<file path="src/rtl/phy_types_pkg.sv">
// Shared PHY types: comma/data length select encodings, symbol geometry and
// the beat-count helper used to size serializer flits.
package phy_types_pkg;

  localparam int SYM_W    = 10;
  localparam int MAX_SYMS = 8;
  localparam int FLIT_W   = SYM_W * MAX_SYMS;
  localparam int BEATS_W  = $clog2(FLIT_W + 1);

  typedef enum logic [1:0] {
    SEL_COMMA_1 = 2'b00,
    SEL_COMMA_2 = 2'b01,
    SEL_DATA    = 2'b10
  } comma_length_sel_t;

  // Called only with constant arguments, so it folds to a constant per select.
  function automatic logic [BEATS_W-1:0] beats_for_sel(input logic [1:0] sel, input int nlanes);
    int nbits;
    case (sel)
      SEL_COMMA_1: nbits = SYM_W;
      SEL_COMMA_2: nbits = 2 * SYM_W;
      default:     nbits = FLIT_W;
    endcase
    return BEATS_W'((nbits + nlanes - 1) / nlanes);
  endfunction

endpackage

</file>
<file path="src/rtl/phy_tx_serializer.sv">
// Lane serializer: captures an encoded flit on start, trims it to the selected
// symbol count and shifts it out NLANES bits per cycle, pulsing done on the last beat.
module phy_tx_serializer
  import phy_types_pkg::*;
#(
  parameter int NLANES = 1
) (
  input  logic              CLK,
  input  logic              nRST,
  input  logic              start,
  input  logic [79:0]       enc_flit,
  input  logic [1:0]        comma_length_sel,
  output logic [NLANES-1:0] serial_out,
  output logic              serial_valid,
  output logic              done,
  output logic              busy,
  output logic              overrun,
  output logic              illegal_sel
);

  typedef enum logic {ST_IDLE = 1'b0, ST_SHIFT = 1'b1} state_t;

  localparam logic [BEATS_W-1:0] BEATS_C1   = beats_for_sel(SEL_COMMA_1, NLANES);
  localparam logic [BEATS_W-1:0] BEATS_C2   = beats_for_sel(SEL_COMMA_2, NLANES);
  localparam logic [BEATS_W-1:0] BEATS_DATA = beats_for_sel(SEL_DATA, NLANES);
  localparam logic [FLIT_W-1:0]  MASK_C1    = {{(FLIT_W-SYM_W){1'b0}}, {SYM_W{1'b1}}};
  localparam logic [FLIT_W-1:0]  MASK_C2    = {{(FLIT_W-2*SYM_W){1'b0}}, {(2*SYM_W){1'b1}}};

  state_t              state_r, state_s;
  logic [FLIT_W-1:0]   shift_r, shift_s;
  logic [BEATS_W-1:0]  beats_left_r, beats_s;
  logic [NLANES-1:0]   sout_r, sout_s;
  logic                valid_r, valid_s;
  logic                done_r, done_s;
  logic                overrun_r, illegal_r;
  logic                last_s, accept_s;
  logic [BEATS_W-1:0]  sel_beats_s;
  logic [FLIT_W-1:0]   flit_s;

  // Beat count and trim mask for the select on the input; 2'b11 is sent as data.
  always_comb begin
    sel_beats_s = BEATS_DATA;
    flit_s      = enc_flit;
    case (comma_length_sel)
      SEL_COMMA_1: begin
        sel_beats_s = BEATS_C1;
        flit_s      = enc_flit & MASK_C1;
      end
      SEL_COMMA_2: begin
        sel_beats_s = BEATS_C2;
        flit_s      = enc_flit & MASK_C2;
      end
      default: begin
        sel_beats_s = BEATS_DATA;
        flit_s      = enc_flit;
      end
    endcase
  end

  assign last_s   = (state_r == ST_SHIFT) && (beats_left_r == BEATS_W'(1));
  assign accept_s = start && ((state_r == ST_IDLE) || last_s);

  // Next-state logic.
  always_comb begin
    state_s = state_r;
    case (state_r)
      ST_IDLE: begin
        if (accept_s) state_s = ST_SHIFT;
        else          state_s = ST_IDLE;
      end
      ST_SHIFT: begin
        if (last_s && !accept_s) state_s = ST_IDLE;
        else                     state_s = ST_SHIFT;
      end
      default: state_s = ST_IDLE;
    endcase
  end

  // Datapath: the beat presented after the edge is computed here and registered.
  always_comb begin
    shift_s = shift_r;
    beats_s = beats_left_r;
    sout_s  = '0;
    valid_s = 1'b0;
    done_s  = 1'b0;
    if (accept_s) begin
      sout_s  = flit_s[NLANES-1:0];
      shift_s = flit_s >> NLANES;
      beats_s = sel_beats_s;
      valid_s = 1'b1;
      done_s  = (sel_beats_s == BEATS_W'(1));
    end else if ((state_r == ST_SHIFT) && !last_s) begin
      sout_s  = shift_r[NLANES-1:0];
      shift_s = shift_r >> NLANES;
      beats_s = beats_left_r - BEATS_W'(1);
      valid_s = 1'b1;
      done_s  = (beats_left_r == BEATS_W'(2));
    end else begin
      shift_s = '0;
      beats_s = '0;
    end
  end

  // State, shifter and registered outputs; sticky flags clear only on reset.
  always_ff @(posedge CLK or negedge nRST) begin
    if (!nRST) begin
      state_r      <= ST_IDLE;
      shift_r      <= '0;
      beats_left_r <= '0;
      sout_r       <= '0;
      valid_r      <= 1'b0;
      done_r       <= 1'b0;
      overrun_r    <= 1'b0;
      illegal_r    <= 1'b0;
    end else begin
      state_r      <= state_s;
      shift_r      <= shift_s;
      beats_left_r <= beats_s;
      sout_r       <= sout_s;
      valid_r      <= valid_s;
      done_r       <= done_s;
      overrun_r    <= overrun_r | (start & ~accept_s);
      illegal_r    <= illegal_r | (accept_s & (comma_length_sel == 2'b11));
    end
  end

  assign serial_out   = sout_r;
  assign serial_valid = valid_r;
  assign busy         = valid_r;
  assign done         = done_r;
  assign overrun      = overrun_r;
  assign illegal_sel  = illegal_r;

endmodule
</file>
<file path="config.mk">
export PLATFORM = sky130hd
export DESIGN_NAME = phy_tx_serializer
export DESIGN_NICKNAME = d
export VERILOG_FILES = /design/src/rtl/phy_types_pkg.sv /design/src/rtl/phy_tx_serializer.sv
export SDC_FILE = /design/constraint.sdc
export NUM_CORES = 1
export LEC_CHECK = 0
export CAP_MARGIN = 20
export CORE_ASPECT_RATIO = 1.1
export CORE_UTILIZATION = 51
export CTS_CLUSTER_DIAMETER = 100
export DETAILED_ROUTE_END_ITERATION = 12
export PLACE_DENSITY = 0.88
export SLEW_MARGIN = 20
export SYNTH_ARGS = -nofsm -noshare
export SYNTH_HDL_FRONTEND = slang
export SYNTH_SLANG_ARGS = --single-unit
</file>
<file path="constraint.sdc">
create_clock -name CLK -period 2.4 [get_ports CLK]
set_input_delay 0.72 -clock CLK [delete_from_list [all_inputs] [get_ports CLK]]
set_output_delay 0.72 -clock CLK [all_outputs]
set_load 0.02 [all_outputs]
</file>
### After elaboration in Yosys (flattened, before gate mapping)

Index checks and enable logic that the tools add are counted.

* flip-flop bits (word level): 93
* output and inout port bits: 6
* word-level logic and storage cells: 43

* add/subtract/negate cells: 1
* eq/ne operators: 5
* multiplexer cells: 15
* bitwise operators: 6
* reduce and logical (&&, ||, !) cells: 8

Operators with widths (number)
* $pmux W80 S2: 1
* $mux W79: 2
* $eq A7 B1 Y1 const B: 2
* $mux W7: 2
* $pmux W7 S2: 1
* $mux W1: 8
* $eq A7 B2 Y1 const B: 1
* $sub A7 B1 Y7 const B: 1
* $logic_and A1 B1 Y1: 4
* $and A1 B1 Y1: 2
* $eq A2 B1 Y1 const B: 1
* $eq A2 B2 Y1 const B: 1
* $logic_not A1 Y1: 2
* $logic_not A2 Y1: 1
* $not A1 Y1: 2
* $or A1 B1 Y1: 2
* $pmux W1 S2: 1
* $logic_or A1 B1 Y1: 1

### Depth between registers and ports, before layout

Gate-level depths: netlist of run 1.

* depth in word-level cells: 8
* depth in mapped cells: 7

### Worst setup path before layout of run 1

No wires, ideal clock.

* path type: register to register
* from: register beats_left_r[4]
* to: register beats_left_r[4]
* setup time: 0.125 ns
* arrival: 1.706 ns
* slack: 0.569 ns
* cell stages (with the launch flop): 6
* buffers on the path: 2
* clock period less this slack: 1.831 ns
* cells stage by stage: dfrtp_1 or4_4 o21ai_4 buf_12 buf_12 mux2_4

* word-level cells in the longest chain between the ends: 6
* elaborated cells between the ends (all ways): 9
* classes of those cells: 1 x add/sub; 1 x eq/ne; 2 x mux; 5 x reduce/logical

Ends and longest elaborated chain
* from (decl): line phy_tx_serializer.sv:31 `logic [BEATS_W-1:0] beats_left_r, beats_s;`
* from (signal assigned): line phy_tx_serializer.sv:118 `beats_left_r <= beats_s;`
* parallel branches: the longest is 5 deep, another holds $sub A7 B1 Y7
* $mux W7 *: line phy_tx_serializer.sv:86 `if (accept_s) begin`
* net beats_s[4]: line phy_tx_serializer.sv:31

Mark *: on every way through the listed nets, which the timed path passes.

### Final worst setup path of run 1

* from: register illegal_r (netlist: illegal_sel)
* to: output illegal_sel

RTL lines
* from (decl): line phy_tx_serializer.sv:35 `logic overrun_r, illegal_r;`
* from (signal assigned): line phy_tx_serializer.sv:123 `illegal_r <= illegal_r | (accept_s & (comma_length_sel == 2'b11));`
* to (decl): line phy_tx_serializer.sv:18 `output logic illegal_sel`

No word-level cell between the ends.

==> results.md, run 1 <==
* RSZ-0062 raised after global routing: false
* Crit-path slowest cell: clkdlybuf4s50_1
* Crit path max fanout at 2
* CTS buffer count at 9
* Post-cts resize count at 0
* FP Rows at 35
* Final RePlAce weighted congestion at ~0.77
* Max-slew violations at 0
* Setup CP Type: flop to primary output
* Max IR drop VDD at 0.4159 mV
* Max_slew headroom at about two thirds
* DPL Wire Length at between 5 and 6 mm
* First-pass GRT wire length at approximately 14 mm
* Initial antenna violation count at 0
* Last element of the critical path: illegal_sel
* Largest net degree at the start of global routing at 64
* CTS clk-pin slew, worst paths at 90 ps
* Yosys reg bits at 92
* Area contributors post-synth: dfrtp_1 (52%), mux2_4 (20%), and3_1 (8.4%)
* Area share of the largest cell type after synthesis at between 50% and 60%
* Die Area at between 9000 and 10000 sq um
* DRT antenna net count at 0
* Worst r2r src: beats_left_r[4]
* Post-synthesis area per instance at ~13 sq um
* Reg2Reg Depth at 4
* Die X at 91.02 um
* Synth unique cells at 31
* Via density at around 5
* Setup TNS at 0 ps
* Setup crit start kind: flop
* Placed instance area at around 5300 sq um
* Residual DRC count at 0
* Setup violations, final at 0
* Nets at around 510
* Die Y-Extent at between 90 and 100 um
* CTS root buffer: clkbuf_8
* Share of post-route cells with drive strength above 1 at a little over a fifth
* I/O Buffers at 90
* Hold Vio Cnt, Final at 0
* Worst slew pin tran at just under 500 ps
* Tot Pwr at about 5 mW
* CP Depth at 1
* Total power per unit cell area at roughly 910 nW/um^2
* # IOs at 91
* CTS H-Tree Depth at 3
* RR Endpoint: shift_r[50]
* Fmax at slightly below 0.5 GHz
* Synth Instances at 335
* Detailed Route WL at a little under 8 mm
* CP arrival at 1330 ps
* Final min period at between 2000 and 2500 ps
* Final period utilization at 85.31%
* Wire per inst at roughly 15 um
* Commonest non-fill, non-tap cell in the layout: dfrtp_1
* Total GRT Usage at between 10% and 20%
* Worst skew pair latency at ~350 ps
* CP max stage delay at between 600 and 700 ps
* Via count at between 2000 and 3000
* R2r setup slk at 360 ps
* Pre-antenna DRT Iters at 4
* Design area at around 5500 sq um
* Register area share after synthesis at about half
* CTS max path bufs at 2
* # diodes at 0
* Vias in the first global route at approximately 2900
* Syn nets at between 400 and 500
* Synth-to-layout area growth at 24.51%
* Cell accounting for the most synthesized area: dfrtp_1
* Top Family by Delay on Critical Path: buffers and inverters
* Commonest cells after routing, fill and taps aside: dfrtp_1 (92), clkdlybuf4s50_1 (88), and3_1 (60), mux2_4 (60)
* Number of synthesis warnings at 0
* Initial drt markers at between 60 and 70
* Initial Util at 52.87%
* CP Data Required Time at between 1500 and 2000 ps
* Congestion Overflow GR at 0
* Crit path buf inv count at 1
* CORE AREA at 8408 sq um
* Clk_skew at roughly 9.6 ps
* Crit. End Element: primary output
* Crit-path cells: clkdlybuf4s50_1
* Max-cap violation count at 0
* Mapped cell area at approximately 4400 sq um
* Final worst slack at between 300 and 400 ps
* Pre-CTS setup slack at 181.2 ps
* # hold bufs at CTS at 0
* Num Clock Sinks at between 90 and 100
* CTS tree: yes
* Crit path launch: illegal_sel
* Status: complete, no violations
* Hold Crit Class: input pin to asynchronous set/reset pin
* LEAKAGE at around 2.7 nW
* Setup Fix Bufs, Post-CTS at 0
* WHS at about 220 ps
[worst min path at each step]
stage | cells past startpoint | start | slack, ps | to
6_report | 1 | nRST | 220 | shift_r[1]
2_1_floorplan | 0 | nRST | 420 | beats_left_r[0]
3_5_place_dp | 1 | shift_r[73] | 470 | shift_r[72]
3_3_place_gp | 1 | shift_r[62] | 460 | shift_r[61]
4_1_cts | 1 | nRST | 210 | shift_r[1]
5_1_grt | 1 | nRST | 210 | shift_r[0]
[layer usage]
metal | vias to the layer above | global-route usage, % | part of all wire [%]
li1 | 1297 | - | -
met1 | 1302 | 26.61 | 48
met2 | 71 | 30.54 | 46
met3 | 6 | 3.561 | 4.3
met4 | 0 | 6.593 | 0.93
met5 | - | 0 | 0
[per-stage QoR]
stage,std cells,util [%]
3_5_place_dp,517,63.44
2_1_floorplan,335,-
3_3_place_gp,517,63.44
5_1_grt,533,65.83
4_1_cts,533,65.83
6_report,533,65.83
[report_power, final]
part | total [mW] | internal [mW] | leakage, nW | switching (mW)
Sequential | 2.32 | 2.11 | 1.22 | 0.211
Clock | 1.03 | 0.508 | 0.0983 | 0.519
Combinational | 1.67 | 1.03 | 1.36 | 0.639
[cells in the mapped netlist (all sizes together)]
cell,number
a211oi,1
a21oi,2
a31o,1
and2,1
and3,60
and4bb,1
buf,11
clkbuf,16
dfrtp,92
ha,3
inv,23
mux2,60
mux2i,23
nand2,22
nand2b,1
nand3,1
nand3b,1
nor2,2
nor2b,1
nor3b,1
o21a,1
o21ai,1
o21bai,2
o31ai,1
or3,2
or4,2
xnor2,1
xor2,2
[state kept, by name (all words and copies together) (netlist names)]
register / flops
shift_r: 79
illegal_sel: 1
overrun: 1
state_r: 1
done: 1
serial_out: 1
beats_left_r: 7
busy: 1
[cell families after synthesis]
kind of cell | after synthesis | synth area share [%]
compound gates | 9 | 1.633
buf+inv | 50 | 7.374
fa+ha+maj | 3 | 0.8444
simple gates | 95 | 12.33
mux | 83 | 25.44
xor+xnor | 3 | 0.5912
flops | 92 | 51.79
[layout make-up]
| class | count | area, sq um |
|---|---|---|
| Clock buffer | 10 | 137.6 |
| Clock inverter | 6 | 63.81 |
| Fill cell | 638 | 2873 |
| Inverter | 23 | 86.33 |
| Multi-Input combinational cell | 193 | 1815 |
| Sequential cell | 92 | 2302 |
| Tap cell | 111 | 138.9 |
| Timing Repair Buffer | 98 | 991.0 |
(Power assumes the default switching activity.)
==> inputs of run 2 (changes only) <==
ABC_AREA = 1   (was not set)
SLEW_MARGIN = not set   (was 20)
==> results.md, run 2 <==
* CORE AREA at ~8400 sq um
* CTS root buffer: clkbuf_8
* CP Depth at 1
* LEAKAGE at roughly 3.1 nW
* Initial drt markers at between 200 and 300
* WHS at around 230 ps
* Post-synth EDFFs at 0
* Via density at roughly 4.9
* Mapped cell area at approximately 4400 sq um
* Commonest cells after routing, fill and taps aside: nand2_1 (239), dfrtp_1 (92), clkdlybuf4s50_1 (87), nand3_1 (79), inv_1 (72)
* Synth Instances at around 570
* Register area share after synthesis at around half
* RSZ-0062 raised after global routing: false
* First-pass GRT wire length at roughly 17 mm
* Die Y-Extent at 99.85 um
* Crit-path slowest cell: clkdlybuf4s50_1
* Largest regs: shift_r: 79 flops, beats_left_r: 7 flops
* Area share of the largest cell type after synthesis at between 50% and 60%
* Top Family by Delay on Critical Path: buffers and inverters
* Setup crit start kind: flop
* Number of synthesis warnings at 0
* Synth unique cells at 24
* Crit-path cells: clkdlybuf4s50_1
* Tot Pwr at 2.808 mW
* Hold Crit Class: input pin to asynchronous set/reset pin
* CTS tree: yes
* Max_slew headroom at between 60% and 70%
* Area contributors post-synth: dfrtp_1 (52%), nand2_1 (20%), nand3_1 (8.9%)
* Max-slew violations at 0
* Clk_skew at roughly 16 ps
* Total GRT Usage at 22.78%
* Synth-to-layout area growth at 25.42%
* Max-cap violation count at 0
* DPL Wire Length at roughly 6.5 mm
* # IOs at about 90
* Detailed Route WL at between 9 and 10 mm
* CTS buffer count at 9
* Async set-reset flop share out of synthesis at 100.0%
* Most frequent cell after synthesis: nand2_1
* Wire per inst at roughly 13 um
* RR Endpoint: shift_r[53]
* Largest net degree at the start of global routing at 64
* Cell accounting for the most synthesized area: dfrtp_1
* CTS H-Tree Depth at 3
* Total power per unit cell area at between 500 and 600 nW/um^2
* Final RePlAce weighted congestion at 0.8248
* Biggest register: shift_r
* Final period utilization at a little over four fifths
* DRT antenna net count at 0
* Yosys reg bits at around 90
* Commonest non-fill, non-tap cell in the layout: nand2_1
* CP max stage delay at about 600 ps
* Placed Cells at 740
* Status: complete, no violations
* Worst slew pin tran at a little over 500 ps
* Crit path max fanout at 2
* Pre-CTS setup slack at between 400 and 500 ps
* Final min period at slightly above 2000 ps
* Setup violations, final at 0
* Die Area at 9082 sq um
* Post-synthesis area per instance at ~7.8 sq um
* Nets at about 730
* Worst r2r src: beats_left_r[1]
* Max reg flops at between 70 and 80
* Post-synth top cells: nand2_1 (239), dfrtp_1 (92), nand3_1 (79), inv_1 (72), buf_2 (12)
* Design area at roughly 5600 sq um
* Residual DRC count at 0
* Congestion Overflow GR at 0
* I/O Buffers at 90
* Setup TNS at 0 ps
* Initial antenna violation count at 0
* Num Clock Sinks at 92
* Fmax at ~0.5 GHz
* Share of post-route cells with drive strength above 1 at 7.287%
* Hold Vio Cnt, Final at 0
* Max IR drop VDD at roughly 0.27 mV
* Pre-antenna DRT Iters at 4
* Reg2Reg Depth at 9
* CP Data Required Time at approximately 1700 ps
* CTS max path bufs at 2
* Top FF cell, synth: dfrtp_1
* Syn nets at roughly 650
* Post-route core utilization at approximately two thirds
* Die X at 90.96 um
* Finished Layout Cells at about 760
* Via count at approximately 3700
* Worst skew pair latency at 360 ps
* CP arrival at about 1300 ps
* Vias in the first global route at approximately 3700
* FP Rows at 35
* Setup Fix Bufs, Post-CTS at 0
* CTS clk-pin slew, worst paths at approximately 100 ps
* Final worst slack at around 370 ps
* Crit. End Element: primary output
* # diodes at 0
* Post-cts resize count at 0
* Crit path buf inv count at 1
* Placed instance area at roughly 5400 sq um
* # hold bufs at CTS at 0
* Initial Util at between 50 and 60%
* R2r setup slk at just under 700 ps
* Setup CP Type: flop to primary output
==> run 2: cell count changes after synthesis, sizes merged, moves of 3 or more <==
cell,before,now
nand2,22,241
nand3,1,89
and3,60,0
mux2,60,0
inv,23,75
mux2i,23,0
buf,11,27
nor2,2,11
o21a,1,10
clkbuf,16,10
nand4,0,3
==> run 2: cell families (layout without fill, tap and decap cells) <==
kind of cell	count (synthesis)	after routing	synth area share (%)
flip-flops	92	92	51.86
XOR/XNOR	1	1	0.1973
AND/OR/NAND/NOR	346	346	33.62
AO/OA/AOI/OAI	12	12	1.973
buffers and inverters	112	191	11.50
adder cells (fa/ha/maj)	3	3	0.8456
==> run 2: where the power goes <==
part	switching [mW]	total, mW	internal [mW]
registers	0.000131	1.55	1.55
logic	0.130	0.284	0.154
clock network	0.542	0.975	0.433
total	0.672	2.81	2.14
==> run 2: how the worst max path moves through the flow <==
stage	startpoint	endpoint	slack, ps
finish	overrun	overrun	370
floorplan	start	shift_r[28]	930
global placement	comma_length_sel[0]	beats_left_r[4]	520
CTS	overrun	overrun	360
global route	busy	busy	350
detailed placement	comma_length_sel[0]	shift_r[11]	480
==> run 2: metal layers <==
layer	track usage [%]	routed length, um
met5	0	0
met4	6.471	163
met3	3.561	412
met2	40.33	4969
met1	29.23	4022
==> run 2: area by class of cell <==
cell class	count	area [sq um]
tap	111	138.9
multi-input combinational	362	1632
timing repair buffer	100	1026
fill	689	2840
clock inverter	5	36.28
sequential	92	2302
clock buffer	11	151.4
inverter	75	281.5
